==> src/rtl/uartrx_cfg.sv <==
// rtl/uartrx_cfg.sv - configurable UART receiver with majority-vote sampling and one-entry output buffer
module uartrx_cfg #(
  parameter int DATA_BITS  = 8,
  parameter int PARITY     = 0,
  parameter int STOP_BITS  = 1,
  parameter int OVERSAMPLE = 16
) (
  input  logic                 clk,
  input  logic                 rst_n,
  input  logic                 rx,
  output logic [DATA_BITS-1:0] dout,
  output logic                 dout_valid,
  input  logic                 dout_ready,
  output logic                 parity_err,
  output logic                 frame_err,
  output logic                 overrun,
  output logic                 busy
);

  localparam int   M   = OVERSAMPLE / 2;
  localparam int   CW  = $clog2(OVERSAMPLE);
  localparam logic ODD = (PARITY == 2);

  typedef enum logic [2:0] {S_IDLE, S_START, S_DATA, S_PAR, S_STOP} state_t;

  state_t               r_state, w_next;
  logic                 r_sync1, r_sync2, r_rx_d;
  logic [1:0]           r_prime;
  logic                 r_armed;
  logic [CW-1:0]        r_scnt;
  logic [3:0]           r_bidx;
  logic                 r_v0, r_v1;
  logic [DATA_BITS-1:0] r_shift;
  logic                 r_par, r_perr_acc, r_ferr_acc;
  logic [DATA_BITS-1:0] r_dout;
  logic                 r_dout_valid, r_parity_err, r_frame_err, r_overrun;

  logic w_start, w_mid, w_wrap, w_bit, w_done;

  // r_armed stays low until the real pin has been seen high through the synchroniser
  assign w_start = (r_state == S_IDLE) && r_armed && r_rx_d && !r_sync2;
  assign w_mid   = (r_scnt == CW'(M + 1));
  assign w_wrap  = (r_scnt == CW'(OVERSAMPLE - 1));
  assign w_bit   = (r_v0 & r_v1) | (r_v0 & r_sync2) | (r_v1 & r_sync2);
  assign w_done  = (r_state == S_STOP) && w_mid && (r_bidx == 4'(STOP_BITS - 1));

  always_ff @(posedge clk or negedge rst_n) begin
    if (!rst_n) r_state <= S_IDLE;
    else        r_state <= w_next;
  end

  always_comb begin
    w_next = r_state;
    case (r_state)
      S_IDLE:  if (w_start) w_next = S_START;
      S_START: begin
        if (w_mid && w_bit) w_next = S_IDLE;
        else if (w_wrap)    w_next = S_DATA;
      end
      S_DATA:  if (w_wrap && (r_bidx == 4'(DATA_BITS)))
                 w_next = (PARITY != 0) ? S_PAR : S_STOP;
      S_PAR:   if (w_wrap) w_next = S_STOP;
      S_STOP:  if (w_done) w_next = S_IDLE;
      default: w_next = S_IDLE;
    endcase
  end

  always_ff @(posedge clk or negedge rst_n) begin
    if (!rst_n) begin
      r_sync1      <= 1'b1;
      r_sync2      <= 1'b1;
      r_rx_d       <= 1'b1;
      r_prime      <= 2'b00;
      r_armed      <= 1'b0;
      r_scnt       <= '0;
      r_bidx       <= '0;
      r_v0         <= 1'b1;
      r_v1         <= 1'b1;
      r_shift      <= '0;
      r_par        <= 1'b0;
      r_perr_acc   <= 1'b0;
      r_ferr_acc   <= 1'b0;
      r_dout       <= '0;
      r_dout_valid <= 1'b0;
      r_parity_err <= 1'b0;
      r_frame_err  <= 1'b0;
      r_overrun    <= 1'b0;
    end else begin
      r_sync1   <= rx;
      r_sync2   <= r_sync1;
      r_rx_d    <= r_sync2;
      r_prime   <= {r_prime[0], 1'b1};
      r_armed   <= r_armed | (r_prime[1] & r_sync2);
      r_overrun <= 1'b0;

      // The start-edge cycle is sample 0, so scnt tracks time since the edge
      if ((w_next == S_IDLE) || w_wrap) r_scnt <= '0;
      else                              r_scnt <= r_scnt + 1'b1;

      if (r_scnt == CW'(M - 1)) r_v0 <= r_sync2;
      if (r_scnt == CW'(M))     r_v1 <= r_sync2;

      if (w_start) begin
        r_bidx     <= '0;
        r_par      <= 1'b0;
        r_perr_acc <= 1'b0;
        r_ferr_acc <= 1'b0;
      end

      case (r_state)
        S_DATA: begin
          if (w_mid) begin
            r_shift <= {w_bit, r_shift[DATA_BITS-1:1]};
            r_par   <= r_par ^ w_bit;
            r_bidx  <= r_bidx + 1'b1;
          end else if (w_wrap && (r_bidx == 4'(DATA_BITS))) begin
            r_bidx <= '0;
          end
        end
        S_PAR: if (w_mid) r_perr_acc <= r_par ^ w_bit ^ ODD;
        S_STOP: begin
          if (w_mid) begin
            r_bidx <= r_bidx + 1'b1;
            if (!w_bit) r_ferr_acc <= 1'b1;
          end
        end
        default: ;
      endcase

      if (w_done) begin
        if (!r_dout_valid || dout_ready) begin
          r_dout       <= r_shift;
          r_parity_err <= r_perr_acc;
          r_frame_err  <= r_ferr_acc | ~w_bit;
          r_dout_valid <= 1'b1;
        end else begin
          r_overrun <= 1'b1;
        end
      end else if (r_dout_valid && dout_ready) begin
        r_dout_valid <= 1'b0;
      end
    end
  end

  assign dout       = r_dout;
  assign dout_valid = r_dout_valid;
  assign parity_err = r_parity_err;
  assign frame_err  = r_frame_err;
  assign overrun    = r_overrun;
  assign busy       = (r_state != S_IDLE);

endmodule

==> config.mk <==
export PLATFORM = sky130hd
export DESIGN_NAME = uartrx_cfg
export DESIGN_NICKNAME = d
export VERILOG_FILES = /design/src/rtl/uartrx_cfg.sv
export SDC_FILE = /design/constraint.sdc
export NUM_CORES = 1
export LEC_CHECK = 0
export CAP_MARGIN = 0
export CORE_MARGIN = 2
export CORE_UTILIZATION = 45
export DETAILED_ROUTE_END_ITERATION = 6
export PLACE_DENSITY = 0.69
export SKIP_CTS_REPAIR_TIMING = 1
export SYNTH_ARGS = -nofsm -noshare
export SYNTH_HDL_FRONTEND = slang
export SYNTH_SLANG_ARGS = --single-unit
==> constraint.sdc <==
create_clock -name clk -period 1.9 [get_ports clk]
set_input_delay 0.57 -clock clk [delete_from_list [all_inputs] [get_ports clk]]
set_output_delay 0.57 -clock clk [all_outputs]
set_load 0.1 [all_outputs]
Word-level counts from Yosys, hierarchy flattened
Index checks and enable logic that the tools add are counted.
{ "classes": {"n_addsub": 2, "eq_ne": 10, "muxes": 28, "bitwise_logic": 10, "reduce_logical": 20} }
{ "ops": {"columns": ["op", "n"], "rows": [
  ["$mux W4", 5],
  ["$mux W3", 6],
  ["$eq A4 B4 Y1 const B", 4],
  ["$mux W1", 15],
  ["$pmux W3 S5", 1],
  ["$add A4 B1 Y4 const B", 2],
  ["$logic_and A1 B1 Y1", 8],
  ["$pmux W4 S2", 1],
  ["$eq A3 B2 Y1 const B", 2],
  ["$logic_not A3 Y1", 2],
  ["$reduce_and A2 Y1", 3],
  ["$and A1 B1 Y1", 4],
  ["$eq A4 B3 Y1 const B", 1],
  ["$logic_not A4 Y1", 1],
  ["$or A1 B1 Y1", 4],
  ["$eq A3 B1 Y1 const B", 1],
  ["$eq A3 B3 Y1 const B", 1],
  ["$reduce_bool A3 Y1", 1],
  ["$logic_not A1 Y1", 2],
  ["$logic_or A1 B1 Y1", 2],
  ["$ne A2 B1 Y1 const B", 1],
  ["$reduce_bool A2 Y1", 1],
  ["$not A1 Y1", 1],
  ["$xor A1 B1 Y1", 1]
]} }
{ "totals": {"register_bits": 42, "in_bits": 4, "output_inout_bits": 13, "elab_cells": 89} }

Logic depth before layout (Yosys ltp)
{ "logic_depth": {"depth_word": 9, "depth_mapped": 8} }

Worst setup path after synthesis
OpenSTA, ideal clock, no wires.
{ "synth_timing": {"path_type": "register -> register", "from": "register r_state[0]", "to": "register r_ferr_acc", "setup_ns": 0.121, "arrival_ns": 2.001, "required_time_ns": 1.779, "setup_slack_ns": -0.222, "path_stages_with_launch": 5, "path_buffers": 1, "period_less_slack_ns": 2.122, "path_cell_list": "dfrtp_1 > buf_2 > or3_1 > or3_1 > a22o_1"} }
{ "synth_between": {"elab_chain_len": 8} }
{ "synth_lines": {"columns": ["element", "line", "text"], "rows": [
  ["from (decl)", "26", "state_t r_state, w_next;"],
  ["from (signal assigned)", "49", "else r_state <= w_next;"],
  ["$logic_not A3 Y1", "41", "assign w_start = (r_state == S_IDLE) && r_armed && r_rx_d && !r_sync2;"],
  ["$logic_and A1 B1 Y1 (3 in a row)", "41", null],
  ["$mux W1", "103", "if (w_start) begin"],
  ["$mux W1", "124", "if (!w_bit) r_ferr_acc <= 1'b1;"],
  ["$mux W1", "122", "if (w_mid) begin"],
  ["$mux W1 (*)", "110", "case (r_state)"],
  ["to (signal assigned)", "82", "r_ferr_acc <= 1'b0;"],
  ["to (signal assigned)", "107", "r_ferr_acc <= 1'b0;"],
  ["to (signal assigned)", "124", null],
  ["to (decl)", "34", "logic r_par, r_perr_acc, r_ferr_acc;"]
]} }
Every way passes the cells marked *; elsewhere a longest branch is shown, timed or not.
A chain may end at the register's enable or synchronous reset.

Worst setup path in the final report
{ "layout_timing": {"from": "register r_state[0]", "to": "output port busy"} }
{ "layout_between": {"elab_chain_len": 1} }
{ "layout_lines": {"columns": ["element", "line", "text"], "rows": [
  ["$reduce_bool A3 Y1", "150", "assign busy = (r_state != S_IDLE);"],
  ["to (decl)", "17", "output logic busy"]
]} }
No other way between the ends.

==> flow_summary.toml <==
[drt]
ant_nets = 0
viasPerCell = 5.16
drtPass1Iterations = 4
drc = 0
drt_iter0_markers = 75
drt-total-wl_mm = 3.13
vias = 1203
wl_per_cell_microns = 13.4

[timing]
setup_viol = 0
timing_hold_violations_final = 0
fin_crit_sh_pct = 99.0
fin_crit_ps = 1880
fin_tns_setup_ps = 0
drv_slew = 0
rsz0062_at_grt = "yes"
fmax_ghz = 0.532
skew_ps = 5.03

[cts]
clock_sinks = 42
root_buffer = "clkbuf_8"
clkTransAtPathRegs_ps = 80
cts_max_path_buffers = 2
htree_levels = 2
insertion_delay_ps = 290
cts_tree = "yes"
cts_made_buffers = 5

[cells_and_area]
multi_input_area_sq_um = 774
fillerInstances = 320
nets = 191
antenna_cells_inserted = 0
regArea_sq_um = 1060
syn_to_final_growth_pct = 28.1
drive_above_1_share_pct = 36.6

[floorplan]
initial_core_util_pct = 47.0
die_x_microns = 68.7
ioPinCount = 17
die-area_sq_um = 4710
die_h_microns = 68.7
std_cell_rows = 23
coreArea_sq_um = 4000

[logic_synthesis]
synth_edf_count = 0
synth-seq-area-share_pct = 56.2
synthCells = 150
synth_fp_nets = 159
synth_cell_types = 40
syn_area_sq_um = 1880
ys_ff_latch = 42
async_flop_share_pct = 100
yosys_warnings = 0
syn_area_per_cell_sq_um = 12.5
synthFlopType = "dfrtp_1"

[setup_path]
rr_endpoint = "r_scnt[0]"
rrSetupSlack_ps = 110
worstPathCellList = "or3_4 -> buf_12"
crit_slowest_cell = "dfrtp_2"
crit_type = "reg -> out"
cp.arrival_ps = 1310
max_stage_delay_ps = 430
worstPathRequired_ps = 1330
reg2reg_depth = 6
worstSetupStartpointType = "flop"
critical_path_peak_fanout = 4
rr_startpoint = "r_scnt[1]"
critPathTopFamily = "flip-flops"
crit_path_end_kind = "output port"
path_buf_inv = 1

[worst_hold_path]
hold_class = "in -> async"

[power]
p_comb_share_pct = 27.0
switching_share_pct = 32.1
p_clk_share_pct = 24.7
power.net_switching_uw = 734
p_int_uw = 1550
p_leak_uw = 0.00117
ir_worst_vdd_mv = 0.734
p_per_area_nw_per_um2 = 947
p_seq_share_pct = 48.3
power_uw = 2280

[placement]
port_buffers = 16
dp_hpwl_mm = 2.30
place_congestion = 0.799

[grt]
grt_antenna_before_repair = 0
grt_usage_pct = 16.2
grt_pass1_vias = 1160
grt_max_degree = 43
grt_overflow = 0
grt_pass1_wl_mm = 5.46

[flow_run]
cap_violations = 0

[outcome]
status = "finished, final reports clean"
## synth_stat cells (2+ instances only)
library cell	number	area share, %
xnor2_1	4	1.9
a21oi_1	6	1.6
dfstp_2	5	7.0
inv_1	7	1.4
nor2_1	6	1.2
mux2_2	11	6.6
nand3_1	5	1.3
dfrtp_1	37	49
buf_2	4	1.1
a22o_1	3	1.4
or3_1	2	0.66
nor3_1	4	1.1
ha_1	5	3.3
nand3b_1	4	1.6
o21ai_0	2	0.53
a21o_1	3	1.2
nand2_1	12	2.4
mux2_4	8	6.4
## registers in the layout, indices dropped and copies added, names as in the netlist
register    count
r_state         3
r_sync1         1
r_v0            1
r_prime         2
r_bidx          4
dout_valid      1
r_shift         8
r_rx_d          1
r_par           1
frame_err       1
r_armed         1
dout            8
r_scnt          4
r_v1            1
r_ferr_acc      1
parity_err      1
r_sync2         1
r_perr_acc      1
overrun         1
## cell usage in the layout, fill, tap and decap left out, types with 2 or more instances in the layout
cell | Yosys | final
a21o_1 | 3 | 3
a21oi_1 | 6 | 6
a22o_1 | 3 | 3
buf_12 | 0 | 14
buf_4 | 0 | 13
clkbuf_8 | 0 | 5
clkdlybuf4s50_1 | 0 | 2
dfrtp_1 | 37 | 36
dfstp_2 | 5 | 5
ha_1 | 5 | 4
inv_1 | 7 | 7
mux2_2 | 11 | 11
mux2_4 | 8 | 8
nand2_1 | 12 | 12
nand3_1 | 5 | 5
nand3b_1 | 4 | 4
nor2_1 | 6 | 6
nor3_1 | 4 | 4
o21ai_0 | 2 | 2
xnor2_1 | 4 | 4
## metrics by stage
stage                     hold slack [ps]  setup WS, ps  area (sq um)  utilization (%)  cells
final                                 237          19.4          2410             60.3    233
after global routing                  242         -12.3          2410             60.3    233
after CTS                             243          -123          2390             59.8    231
after detailed placement              344         -58.6          2310             57.6    223
after global placement                333         -17.0          2310             57.6    223
after floorplan                       274          25.9          1890                -    150
## how the worst max path moves through the flow
stage	end	startpoint	cells past startpoint	slack, ps
after floorplan	dout[1]	dout_valid	4	30
after global placement	dout[7]	dout_ready	4	-20
after detailed placement	dout[7]	dout_ready	4	-60
after CTS	busy	r_state[0]	3	-120
after global routing	busy	r_state[0]	2	-10
final	busy	r_state[0]	2	20
## routing by layer
metal  vias to the layer above  GRT usage [%]  wire, microns
met5                         -              0              0
met1                       590           21.6           1490
met2                        19           24.0           1470
met3                         5           5.52            122
met4                         0           6.75             51
li1                        589              -              -
## layout make-up
cell class	count	area share (%)
tap	50	2.59
timing repair buffer	30	16.7
clock inverter	2	0.571
sequential	42	43.9
multi-input combinational	96	32.1
clock buffer	6	3.01
inverter	7	1.09
## cell families (layout without fill, tap and decap cells)
| kind of cell | Yosys count | in the layout | share of synthesized area (%) |
|---|---|---|---|
| compound gates | 20 | 20 | 7.25 |
| xor+xnor | 4 | 4 | 1.86 |
| fa+ha+maj | 6 | 6 | 3.86 |
| buf+inv | 12 | 45 | 3.06 |
| flops | 42 | 42 | 56.2 |
| mux | 20 | 20 | 13.5 |
| other cells | 1 | 1 | 0.199 |
| simple gates | 45 | 45 | 14.1 |
## power groups by stage
stage               registers, uW  clock network (uW)  logic [uW]
global route                 1120                 631         683
floorplan                    1060                   0         454
CTS                          1110                 576         598
finish                       1100                 564         616
detailed placement           1120                   0         594
global placement             1110                   0         580
Power figures use the tool's default switching activity.
